<file path="src/rtl/mem_access_unit_if.sv">
// Request/response handshake and word-wide data-memory bus of the memory access unit.
// The master side is the pipeline plus data memory; the slave side is the unit itself.
interface mem_access_unit_if;
   logic        req_valid;
   logic        req_ready;
   logic        req_write;
   logic [1:0]  req_size;
   logic        req_signed;
   logic [31:0] req_addr;
   logic [31:0] req_wdata;
   logic        resp_valid;
   logic        resp_err;
   logic [31:0] load_data;
   logic [31:0] address;
   logic [31:0] writeData;
   logic        memRead;
   logic        memWrite;
   logic [31:0] readData;

   modport master (
      output req_valid, req_write, req_size, req_signed, req_addr, req_wdata, readData,
      input  req_ready, resp_valid, resp_err, load_data, address, writeData, memRead, memWrite
   );

   modport slave (
      input  req_valid, req_write, req_size, req_signed, req_addr, req_wdata, readData,
      output req_ready, resp_valid, resp_err, load_data, address, writeData, memRead, memWrite
   );
endinterface

</file>
<file path="src/rtl/mem_access_unit.sv">
// Byte/half/word load-store unit in front of a word-wide data memory.
// Sub-word stores use read-modify-write; bad requests are answered without touching memory.
module mem_access_unit #(
   parameter int MEM_WORDS = 8192
) (
   input logic              clk,
   input logic              reset,
   mem_access_unit_if.slave bus
);

   typedef enum logic [1:0] {IDLE, RD, WR, RESP} state_t;

   localparam logic [31:0] MEM_WORDS_U = MEM_WORDS;

   state_t      state;
   state_t      next_state;
   logic        accept;
   logic        req_err;
   logic [31:0] lat_addr;
   logic [31:0] lat_wdata;
   logic [1:0]  lat_size;
   logic        lat_signed;
   logic        lat_write;
   logic        err_r;
   logic [31:0] load_r;
   logic [31:0] address_r;
   logic [31:0] wdata_r;
   logic [31:0] lane;
   logic [31:0] ext_data;
   logic [31:0] merged;

   assign accept = bus.req_valid && (state == IDLE);

   always_comb begin
      req_err = 1'b0;
      if (bus.req_size == 2'b11)
         req_err = 1'b1;
      if ((bus.req_size == 2'b01) && bus.req_addr[0])
         req_err = 1'b1;
      if ((bus.req_size == 2'b10) && (bus.req_addr[1:0] != 2'b00))
         req_err = 1'b1;
      if ({2'b00, bus.req_addr[31:2]} >= MEM_WORDS_U)
         req_err = 1'b1;
   end

   always_ff @(posedge clk) begin
      if (reset)
         state <= IDLE;
      else
         state <= next_state;
   end

   // Word stores skip the read; every other legal access reads first.
   always_comb begin
      next_state = state;
      case (state)
         IDLE: begin
            if (accept) begin
               if (req_err)
                  next_state = RESP;
               else if (bus.req_write && (bus.req_size == 2'b10))
                  next_state = WR;
               else
                  next_state = RD;
            end
         end
         RD:      next_state = lat_write ? WR : RESP;
         WR:      next_state = RESP;
         RESP:    next_state = IDLE;
         default: next_state = IDLE;
      endcase
   end

   always_comb begin
      lane     = bus.readData >> {lat_addr[1:0], 3'b000};
      ext_data = bus.readData;
      case (lat_size)
         2'b00:   ext_data = lat_signed ? {{24{lane[7]}}, lane[7:0]} : {24'h0, lane[7:0]};
         2'b01:   ext_data = lat_signed ? {{16{lane[15]}}, lane[15:0]} : {16'h0, lane[15:0]};
         default: ext_data = bus.readData;
      endcase
      merged = bus.readData;
      if (lat_size == 2'b00)
         merged[{lat_addr[1:0], 3'b000} +: 8] = lat_wdata[7:0];
      else
         merged[{lat_addr[1], 4'b0000} +: 16] = lat_wdata[15:0];
   end

   // The memory address only moves for accesses that will reach memory.
   always_ff @(posedge clk) begin
      if (reset) begin
         lat_addr   <= 32'h0;
         lat_wdata  <= 32'h0;
         lat_size   <= 2'b00;
         lat_signed <= 1'b0;
         lat_write  <= 1'b0;
         err_r      <= 1'b0;
         load_r     <= 32'h0;
         address_r  <= 32'h0;
         wdata_r    <= 32'h0;
      end else begin
         if (accept) begin
            lat_addr   <= bus.req_addr;
            lat_wdata  <= bus.req_wdata;
            lat_size   <= bus.req_size;
            lat_signed <= bus.req_signed;
            lat_write  <= bus.req_write;
            err_r      <= req_err;
            load_r     <= 32'h0;
            if (!req_err) begin
               address_r <= {bus.req_addr[31:2], 2'b00};
               if (bus.req_write && (bus.req_size == 2'b10))
                  wdata_r <= bus.req_wdata;
            end
         end
         if (state == RD) begin
            if (lat_write)
               wdata_r <= merged;
            else
               load_r <= ext_data;
         end
      end
   end

   always_comb begin
      bus.req_ready  = 1'b0;
      bus.resp_valid = 1'b0;
      bus.resp_err   = 1'b0;
      bus.load_data  = 32'h0;
      bus.memRead    = 1'b0;
      bus.memWrite   = 1'b0;
      case (state)
         IDLE: bus.req_ready = 1'b1;
         RD:   bus.memRead   = 1'b1;
         WR:   bus.memWrite  = 1'b1;
         RESP: begin
            bus.resp_valid = 1'b1;
            bus.resp_err   = err_r;
            bus.load_data  = load_r;
         end
         default: ;
      endcase
   end

   assign bus.address   = address_r;
   assign bus.writeData = wdata_r;

endmodule

</file>
<file path="src/flat_wrapper.sv">
// flat-port wrapper written by rule: the top's interface ports become plain ports
module mem_access_unit_flat 
#(
   parameter int MEM_WORDS = 8192
)
  (clk, reset, bus_req_valid, bus_req_write, bus_req_size, bus_req_signed, bus_req_addr, bus_req_wdata, bus_readData, bus_req_ready, bus_resp_valid, bus_resp_err, bus_load_data, bus_address, bus_writeData, bus_memRead, bus_memWrite);
  mem_access_unit_if bus_i ();
  input logic clk;
  input logic reset;
  input wire logic [$bits(bus_i.req_valid)-1:0] bus_req_valid;
  input wire logic [$bits(bus_i.req_write)-1:0] bus_req_write;
  input wire logic [$bits(bus_i.req_size)-1:0] bus_req_size;
  input wire logic [$bits(bus_i.req_signed)-1:0] bus_req_signed;
  input wire logic [$bits(bus_i.req_addr)-1:0] bus_req_addr;
  input wire logic [$bits(bus_i.req_wdata)-1:0] bus_req_wdata;
  input wire logic [$bits(bus_i.readData)-1:0] bus_readData;
  output wire logic [$bits(bus_i.req_ready)-1:0] bus_req_ready;
  output wire logic [$bits(bus_i.resp_valid)-1:0] bus_resp_valid;
  output wire logic [$bits(bus_i.resp_err)-1:0] bus_resp_err;
  output wire logic [$bits(bus_i.load_data)-1:0] bus_load_data;
  output wire logic [$bits(bus_i.address)-1:0] bus_address;
  output wire logic [$bits(bus_i.writeData)-1:0] bus_writeData;
  output wire logic [$bits(bus_i.memRead)-1:0] bus_memRead;
  output wire logic [$bits(bus_i.memWrite)-1:0] bus_memWrite;
  assign bus_i.req_valid = bus_req_valid;
  assign bus_i.req_write = bus_req_write;
  assign bus_i.req_size = bus_req_size;
  assign bus_i.req_signed = bus_req_signed;
  assign bus_i.req_addr = bus_req_addr;
  assign bus_i.req_wdata = bus_req_wdata;
  assign bus_i.readData = bus_readData;
  assign bus_req_ready = bus_i.req_ready;
  assign bus_resp_valid = bus_i.resp_valid;
  assign bus_resp_err = bus_i.resp_err;
  assign bus_load_data = bus_i.load_data;
  assign bus_address = bus_i.address;
  assign bus_writeData = bus_i.writeData;
  assign bus_memRead = bus_i.memRead;
  assign bus_memWrite = bus_i.memWrite;
  mem_access_unit #(.MEM_WORDS(MEM_WORDS)) u_core (.clk(clk), .reset(reset), .bus(bus_i));
endmodule
</file>
<file path="config.mk">
export PLATFORM = sky130hd
export DESIGN_NAME = mem_access_unit_flat
export DESIGN_NICKNAME = d
export VERILOG_FILES = /design/src/rtl/mem_access_unit_if.sv /design/src/rtl/mem_access_unit.sv /design/src/flat_wrapper.sv
export SDC_FILE = /design/constraint.sdc
export NUM_CORES = 1
export LEC_CHECK = 0
export CORE_AREA = 2 2 112 114
export CTS_BUF_LIST = sky130_fd_sc_hd__clkbuf_8
export CTS_CLUSTER_SIZE = 14
export DETAILED_ROUTE_END_ITERATION = 8
export DIE_AREA = 0 0 114 116
export HOLD_SLACK_MARGIN = 0.1
export PLACE_DENSITY = 0.84
export REMOVE_ABC_BUFFERS = 1
export SYNTH_ARGS = -nofsm -noshare
export SYNTH_HDL_FRONTEND = slang
export SYNTH_SLANG_ARGS = --single-unit
export TNS_END_PERCENT = 100
</file>
<file path="constraint.sdc">
create_clock -name clk -period 4 [get_ports clk]
set_input_delay 1.2 -clock clk [delete_from_list [all_inputs] [get_ports clk]]
set_output_delay 1.2 -clock clk [all_outputs]
set_load 0.01 [all_outputs]
</file>
==> results of run 1 <==
## state kept, by name, summed over array words and instances, names as in the netlist
| register | cells |
|---|---|
| u_core.load_r | 32 |
| u_core.lat_wdata | 16 |
| u_core.err_r | 1 |
| u_core.lat_addr | 2 |
| u_core.state | 2 |
| u_core.lat_size | 2 |
| u_core.lat_write | 1 |
| u_core.bus.address | 30 |
| u_core.bus.writeData | 32 |
| u_core.lat_signed | 1 |
## critical path, delay by kind of cell (launching register included)
kind | cells | cell delay [ns]
buffers and inverters | 2 | 0.85
adders and majority gates | 1 | 0.26
and+or+nand+nor | 1 | 0.18
DFF | 1 | 0.39
## cells in the mapped netlist (all sizes together)
cell type | instances | area (sq um)
a311o | 11 | 110
o211ai | 2 | 20.0
conb | 1 | 3.75
clkbuf | 42 | 158
a41oi | 1 | 16.3
a22oi | 30 | 225
nor4b | 1 | 15.0
nand3b | 1 | 7.51
a2bb2oi | 8 | 70.1
nor3 | 20 | 110
a211oi | 38 | 290
dfxtp | 119 | 2380
a311oi | 1 | 8.76
mux2i | 54 | 541
and4 | 1 | 8.76
nor2b | 6 | 37.5
a31oi | 2 | 12.5
or3 | 1 | 6.26
o21bai | 1 | 7.51
a211o | 1 | 8.76
nand2b | 1 | 6.26
ha | 9 | 113
and2 | 53 | 332
nand3 | 1 | 5.00
nor2 | 63 | 244
buf | 19 | 151
a21o | 2 | 15.0
nor4bb | 1 | 10.0
inv | 7 | 26.3
a21oi | 89 | 445
o21ai | 23 | 115
o21a | 1 | 7.51
nor3b | 1 | 7.51
nand2 | 94 | 353
and4b | 1 | 10.0
nor4 | 4 | 46.3
a221oi | 8 | 70.1
## layer usage
metal  GRT usage, %  wire length (microns)
met1           34.5                   7440
met2           47.6                   9000
met3           7.48                   1900
met4           11.1                    468
met5              0                      0
## area by class of cell
class / instances / area share (%)
tap: 147 / 2.18
sequential: 119 / 28.3
inverter: 7 / 0.312
multi-input combinational: 532 / 39.2
timing repair buffer: 214 / 25.3
clock buffer: 17 / 2.78
clock inverter: 15 / 2.00
## per-stage QoR
step	std cells	setup TNS, ns
after floorplan	658	-31.80
after global placement	1019	0
after detailed placement	1019	0
after CTS	1051	0
after global routing	1051	0
final	1051	0
## cells by family (layout without fill, tap and decap cells)
| kind of cell | count (synthesis) | count (layout) | synth area share [%] |
|---|---|---|---|
| and+or+nand+nor | 249 | 249 | 20.0 |
| AOI/OAI and AO/OA | 218 | 218 | 23.7 |
| DFF | 119 | 119 | 39.7 |
| buffers and inverters | 68 | 253 | 5.59 |
| muxes | 54 | 54 | 9.02 |
| adders and majority gates | 9 | 9 | 1.88 |
| other | 1 | 2 | 0.0625 |
## power groups by stage
stage | sequential, mW | clock (mW) | combinational [mW]
floorplan | 1.50 | 0 | 0.662
global placement | 1.48 | 0 | 1.16
detailed placement | 1.49 | 0 | 1.19
CTS | 1.47 | 1.13 | 1.20
global route | 1.49 | 1.19 | 1.32
finish | 1.47 | 1.12 | 1.22
## how the worst max path moves through the flow
stage | from | end
2_1_floorplan | bus_req_valid | u_core.bus.address[15]
3_3_place_gp | bus_readData[31] | u_core.load_r[30]
3_5_place_dp | bus_readData[15] | u_core.load_r[19]
4_1_cts | u_core.state[1] | bus_load_data[15]
5_1_grt | u_core.state[1] | bus_load_data[10]
6_report | u_core.state[1] | bus_load_data[10]
==> impl_metrics.yaml, run 1 <==
synthesis:
  synth.distinct_cells: 49
  synthesis.area_sq_mm: 0.00600
  yosys_warnings: 0
  postSynthCellCount: 718
  ys_ff_latch: 119
  seq_area_frac_synth_pct: 39.7
  avgSynthCellArea_sq_um: 8.35
detailed_routing:
  drtAntennaViolNets: 0
  dr_total_vias: 6235
  drtPass1Iterations: 6
  drc_errors: 0
  routed_wirelength_microns: 18800
  vias_per_cell: 5.93
  drtIter0Drc: 770
  wire_per_inst_microns: 17.9
pwr:
  p_clk_share_pct: 29.4
  seqPwrFrac_pct: 38.7
  p_sw_mw: 1.38
  power_density_mw_per_mm2: 452
  swShare_pct: 36.2
  vdd_ir_drop_max_v: 0.000220
  intPower_mw: 2.43
  p_leak_nw: 2.94
  combPwrFrac_pct: 31.9
  total_power_mw: 3.81
worst_setup_path:
  cp_slowest_cell: "clkdlybuf4s50_1"
  ff2ff_path_depth: 6
  slowest_delay_ns: 0.54
  worstPathCellList: "ha_1, buf_4, and2_1, clkdlybuf4s50_1"
  worstReg2RegStart: "u_core.lat_size[1]"
  cp.required_ns: 2.80
  cp_max_fo: 33
  cp.arrival_ns: 2.14
  end_kind: "output pin"
  critPathLaunchType: "register"
  regToRegSetupSlack_ns: 1.35
  worstSetupPathType: "reg -> out"
  r2r-end: "u_core.bus.writeData[19]"
cells_and_area:
  layout_commonest_cell: "clkdlybuf4s50_1"
  n_antenna_cell: 0
  most-common-layout-cells: "clkdlybuf4s50_1, dfxtp_1, nand2_1"
  postLayoutCoreUtil_pct: 70.7
  area_growth_pct: 40.5
  fillers: 945
  seqCellArea_sq_mm: 0.00238
  multiInputGateArea_sq_mm: 0.00330
  layout-drive-gt1-share_pct: 6.31
  nets: 1003
  design_area_sq_mm: 0.00843
clocking:
  cts_hold_buf: 0
  cts-root-buf: "clkbuf_8"
  cts_made_buffers: 17
  cts_tree: "yes"
  cts_sinks: 119
  clockBufferDepth: 2
  clkLatencyLatePin_ns: 0.45
  htreeDepth: 4
  post_cts_resize_count: 0
  postCtsSetupBuffers: 0
  clkTransAtPathRegs_ns: 0.08
die:
  die_x_microns: 114
  io_pins: 204
  start_util_pct: 50.3
  rows: 40
  core_area_sq_mm: 0.0119
  die_h_microns: 116
  die_area_sq_mm: 0.0132
worst_hold_path:
  hold_end: "u_core.load_r[3]"
  worstHoldStart: "u_core.load_r[3]"
  min_path_type: "reg -> reg"
  hold_depth: 2
timing:
  rsz0062_at_grt: "false"
  setup_ws_ns: 0.663
  hold_slack_ns: 0.456
  fin_crit_sh_pct: 83.4
  worst_clock_skew_ns: 0.00741
  maxSlewViolCount: 0
  hold_viol: 0
  min_period_ns: 3.34
  tightest_slew_ns: 1.05
  setup_viol: 0
  fmax_mhz: 300
  slew_headroom_pct: 29.7
grt:
  grt_overflow: 0
  grt_usage_pct: 28.2
  grt_pass1_wl_microns: 29900
  grt_pass1_vias: 6059
  antenna_found_initial: 0
  grt_max_degree: 54
placed_design:
  dp_hpwl_microns: 13200
  place.port_buffers: 201
  place_ws_ns: 0.574
  place_congestion: 0.877
  place_area_sq_mm: 0.00802
run_status:
  run_status: "complete, no violations"
job:
  maxCapViolCount: 0
(Power assumes the default switching activity.)
==> run 2: changes to the inputs <==
--- a/config.mk
+++ b/config.mk
@@ -5,13 +5,13 @@
 export SDC_FILE = /design/constraint.sdc
 export NUM_CORES = 1
 export LEC_CHECK = 0
-export CORE_AREA = 2 2 112 114
+export CORE_AREA = 2 2 116 118
 export CTS_BUF_LIST = sky130_fd_sc_hd__clkbuf_8
 export CTS_CLUSTER_SIZE = 14
 export DETAILED_ROUTE_END_ITERATION = 8
-export DIE_AREA = 0 0 114 116
+export DIE_AREA = 0 0 118 120
 export HOLD_SLACK_MARGIN = 0.1
-export PLACE_DENSITY = 0.84
+export PLACE_DENSITY = 0.79
 export REMOVE_ABC_BUFFERS = 1
 export SYNTH_ARGS = -nofsm -noshare
 export SYNTH_HDL_FRONTEND = slang
==> constraint.sdc (replaced) <==
create_clock -name clk -period 3.4 [get_ports clk]
set_input_delay 1.02 -clock clk [delete_from_list [all_inputs] [get_ports clk]]
set_output_delay 1.02 -clock clk [all_outputs]
set_load 0.01 [all_outputs]
==> run 2 against run 1 <==
Clock-buffer cell count grew 3. Non-clock buffer count grew 6. Die area grew 7.1%. Combinational power grew 18%. Routed wire length shrank 3.3%. Flip-flop and latch count is the same. Sequential power grew 17%. Utilization shrank 5.1 points. Worst setup slack lost 0.27 ns. Cell area grew 1.0%. Sequential share of layout area shrank 0.29 points. First-iteration DRC count shrank 41%. Largest power group unchanged.
==> impl_metrics.yaml, run 2 (synthesized netlist as in run 1, its figures left out) <==
run_status:
  run_status: "complete, no violations"
cells_and_area:
  layout_commonest_cell: "clkdlybuf4s50_1"
  most-common-layout-cells: "clkdlybuf4s50_1, dfxtp_1, nand2_1"
  layout-drive-gt1-share_pct: 6.59
  area_growth_pct: 42.0
  n_antenna_cell: 0
  multiInputGateArea_sq_mm: 0.00330
  nets: 1009
  fillers: 1131
  seqCellArea_sq_mm: 0.00238
worst_setup_path:
  end_kind: "output pin"
  cp.arrival_ns: 1.99
  worstSetupPathType: "reg -> out"
  cp_max_fo: 34
  cp.required_ns: 2.38
  critPathLaunchType: "register"
timing:
  worst_clock_skew_ns: 0.00882
  tns_ns: 0
  min_period_ns: 3.01
  tightest_slew_ns: 0.804
  fmax_mhz: 333
  rsz0062_at_grt: "false"
  maxSlewViolCount: 0
  fin_crit_sh_pct: 88.4
  setup_ws_ns: 0.394
  setup_viol: 0
  slew_headroom_pct: 46.2
  hold_viol: 0
grt:
  grt_pass1_vias: 5650
  grt_usage_pct: 25.4
  grt_pass1_wl_microns: 28700
  grt_overflow: 0
  antenna_found_initial: 0
  grt_max_degree: 48
die:
  rows: 42
  core_area_sq_mm: 0.0130
  die_area_sq_mm: 0.0142
  die_h_microns: 120
  start_util_pct: 46.2
  die_x_microns: 118
  io_pins: 204
worst_hold_path:
  min_path_type: "reg -> reg"
detailed_routing:
  wire_per_inst_microns: 16.7
  dr_total_vias: 5903
  vias_per_cell: 5.44
  drtPass1Iterations: 7
  drtAntennaViolNets: 0
  drtIter0Drc: 453
  routed_wirelength_microns: 18200
  drc_errors: 0
clocking:
  cts-root-buf: "clkbuf_8"
  clkTransAtPathRegs_ns: 0.07
  cts_tree: "yes"
  clkLatencyLatePin_ns: 0.44
  clockBufferDepth: 2
  htreeDepth: 4
  postCtsSetupBuffers: 0
  cts_hold_buf: 0
  cts_made_buffers: 17
  cts_sinks: 119
  post_cts_resize_count: 0
job:
  maxCapViolCount: 0
placed_design:
  place_congestion: 0.883
  place.port_buffers: 201
  dp_hpwl_microns: 13100
  place_ws_ns: 0.253
pwr:
  seqPwrFrac_pct: 38.5
  p_clk_share_pct: 29.5
  combPwrFrac_pct: 32.1
  swShare_pct: 33.4
  intPower_mw: 2.98
  p_leak_nw: 2.99
  vdd_ir_drop_max_v: 0.000315
  power_density_mw_per_mm2: 526
  p_sw_mw: 1.50
run 2: cell types whose count changed in the layout (fill, tap and decap cells not counted), sizes merged:
cell      before  now
inv           12   10
buf           14   20
clkbuf        17   20
clkinvlp       3    1
bufinv         2    3
run 2: per-stage QoR:
stage / cell area [sq um] / hold WS (ns) / power (mW) / util, % / cells
floorplan: 5690 / 0.426 / 2.55 / - / 658
global placement: 8110 / 0.438 / 3.15 / 62.4 / 1054
detailed placement: 8110 / 0.443 / 3.18 / 62.4 / 1054
CTS: 8510 / 0.452 / 4.50 / 65.6 / 1086
global route: 8510 / 0.470 / 4.72 / 65.6 / 1086
finish: 8510 / 0.452 / 4.48 / 65.6 / 1086
run 2: per-layer routing:
metal,GRT usage (%),part of all wire (%),vias to the layer above
met3,8.84,8.9,36
met1,30.6,42,2686
met5,0,0,-
li1,-,-,2909
met2,42.7,47,272
met4,7.83,1.9,0
run 2: cell type report:
type                            count  area share, %
Timing Repair Buffer              220           25.5
Tap cell                          176           2.59
Sequential cell                   119           28.0
Inverter                            7          0.309
Clock inverter                     12           1.57
Multi-Input combinational cell    532           38.8
Clock buffer                       20           3.23
run 2: power groups by stage:
| stage | Clock (mW) | Combinational (mW) | Sequential [mW] |
|---|---|---|---|
| floorplan | 0 | 0.779 | 1.77 |
| global placement | 0 | 1.41 | 1.74 |
| detailed placement | 0 | 1.43 | 1.75 |
| CTS | 1.34 | 1.43 | 1.72 |
| global route | 1.39 | 1.58 | 1.74 |
| finish | 1.32 | 1.44 | 1.72 |
run 2: final timing paths:
path / start / end / slack [ns] / cells after the start
max: u_core.state[1] / bus_load_data[4] / 0.39 / 4
min: u_core.load_r[0] / u_core.load_r[0] / 0.45 / 2
max reg2reg: u_core.state[1] / u_core.bus.writeData[28] / 1.12 / 7
min reg2reg: u_core.load_r[0] / u_core.load_r[0] / 0.45 / 2
run 2: worst max-delay path: stages (launching register included):
cell,delay (ns)
dfxtp_1,0.37
ha_1,0.16
buf_4,0.28
and2_1,0.19
clkdlybuf4s50_1,0.54
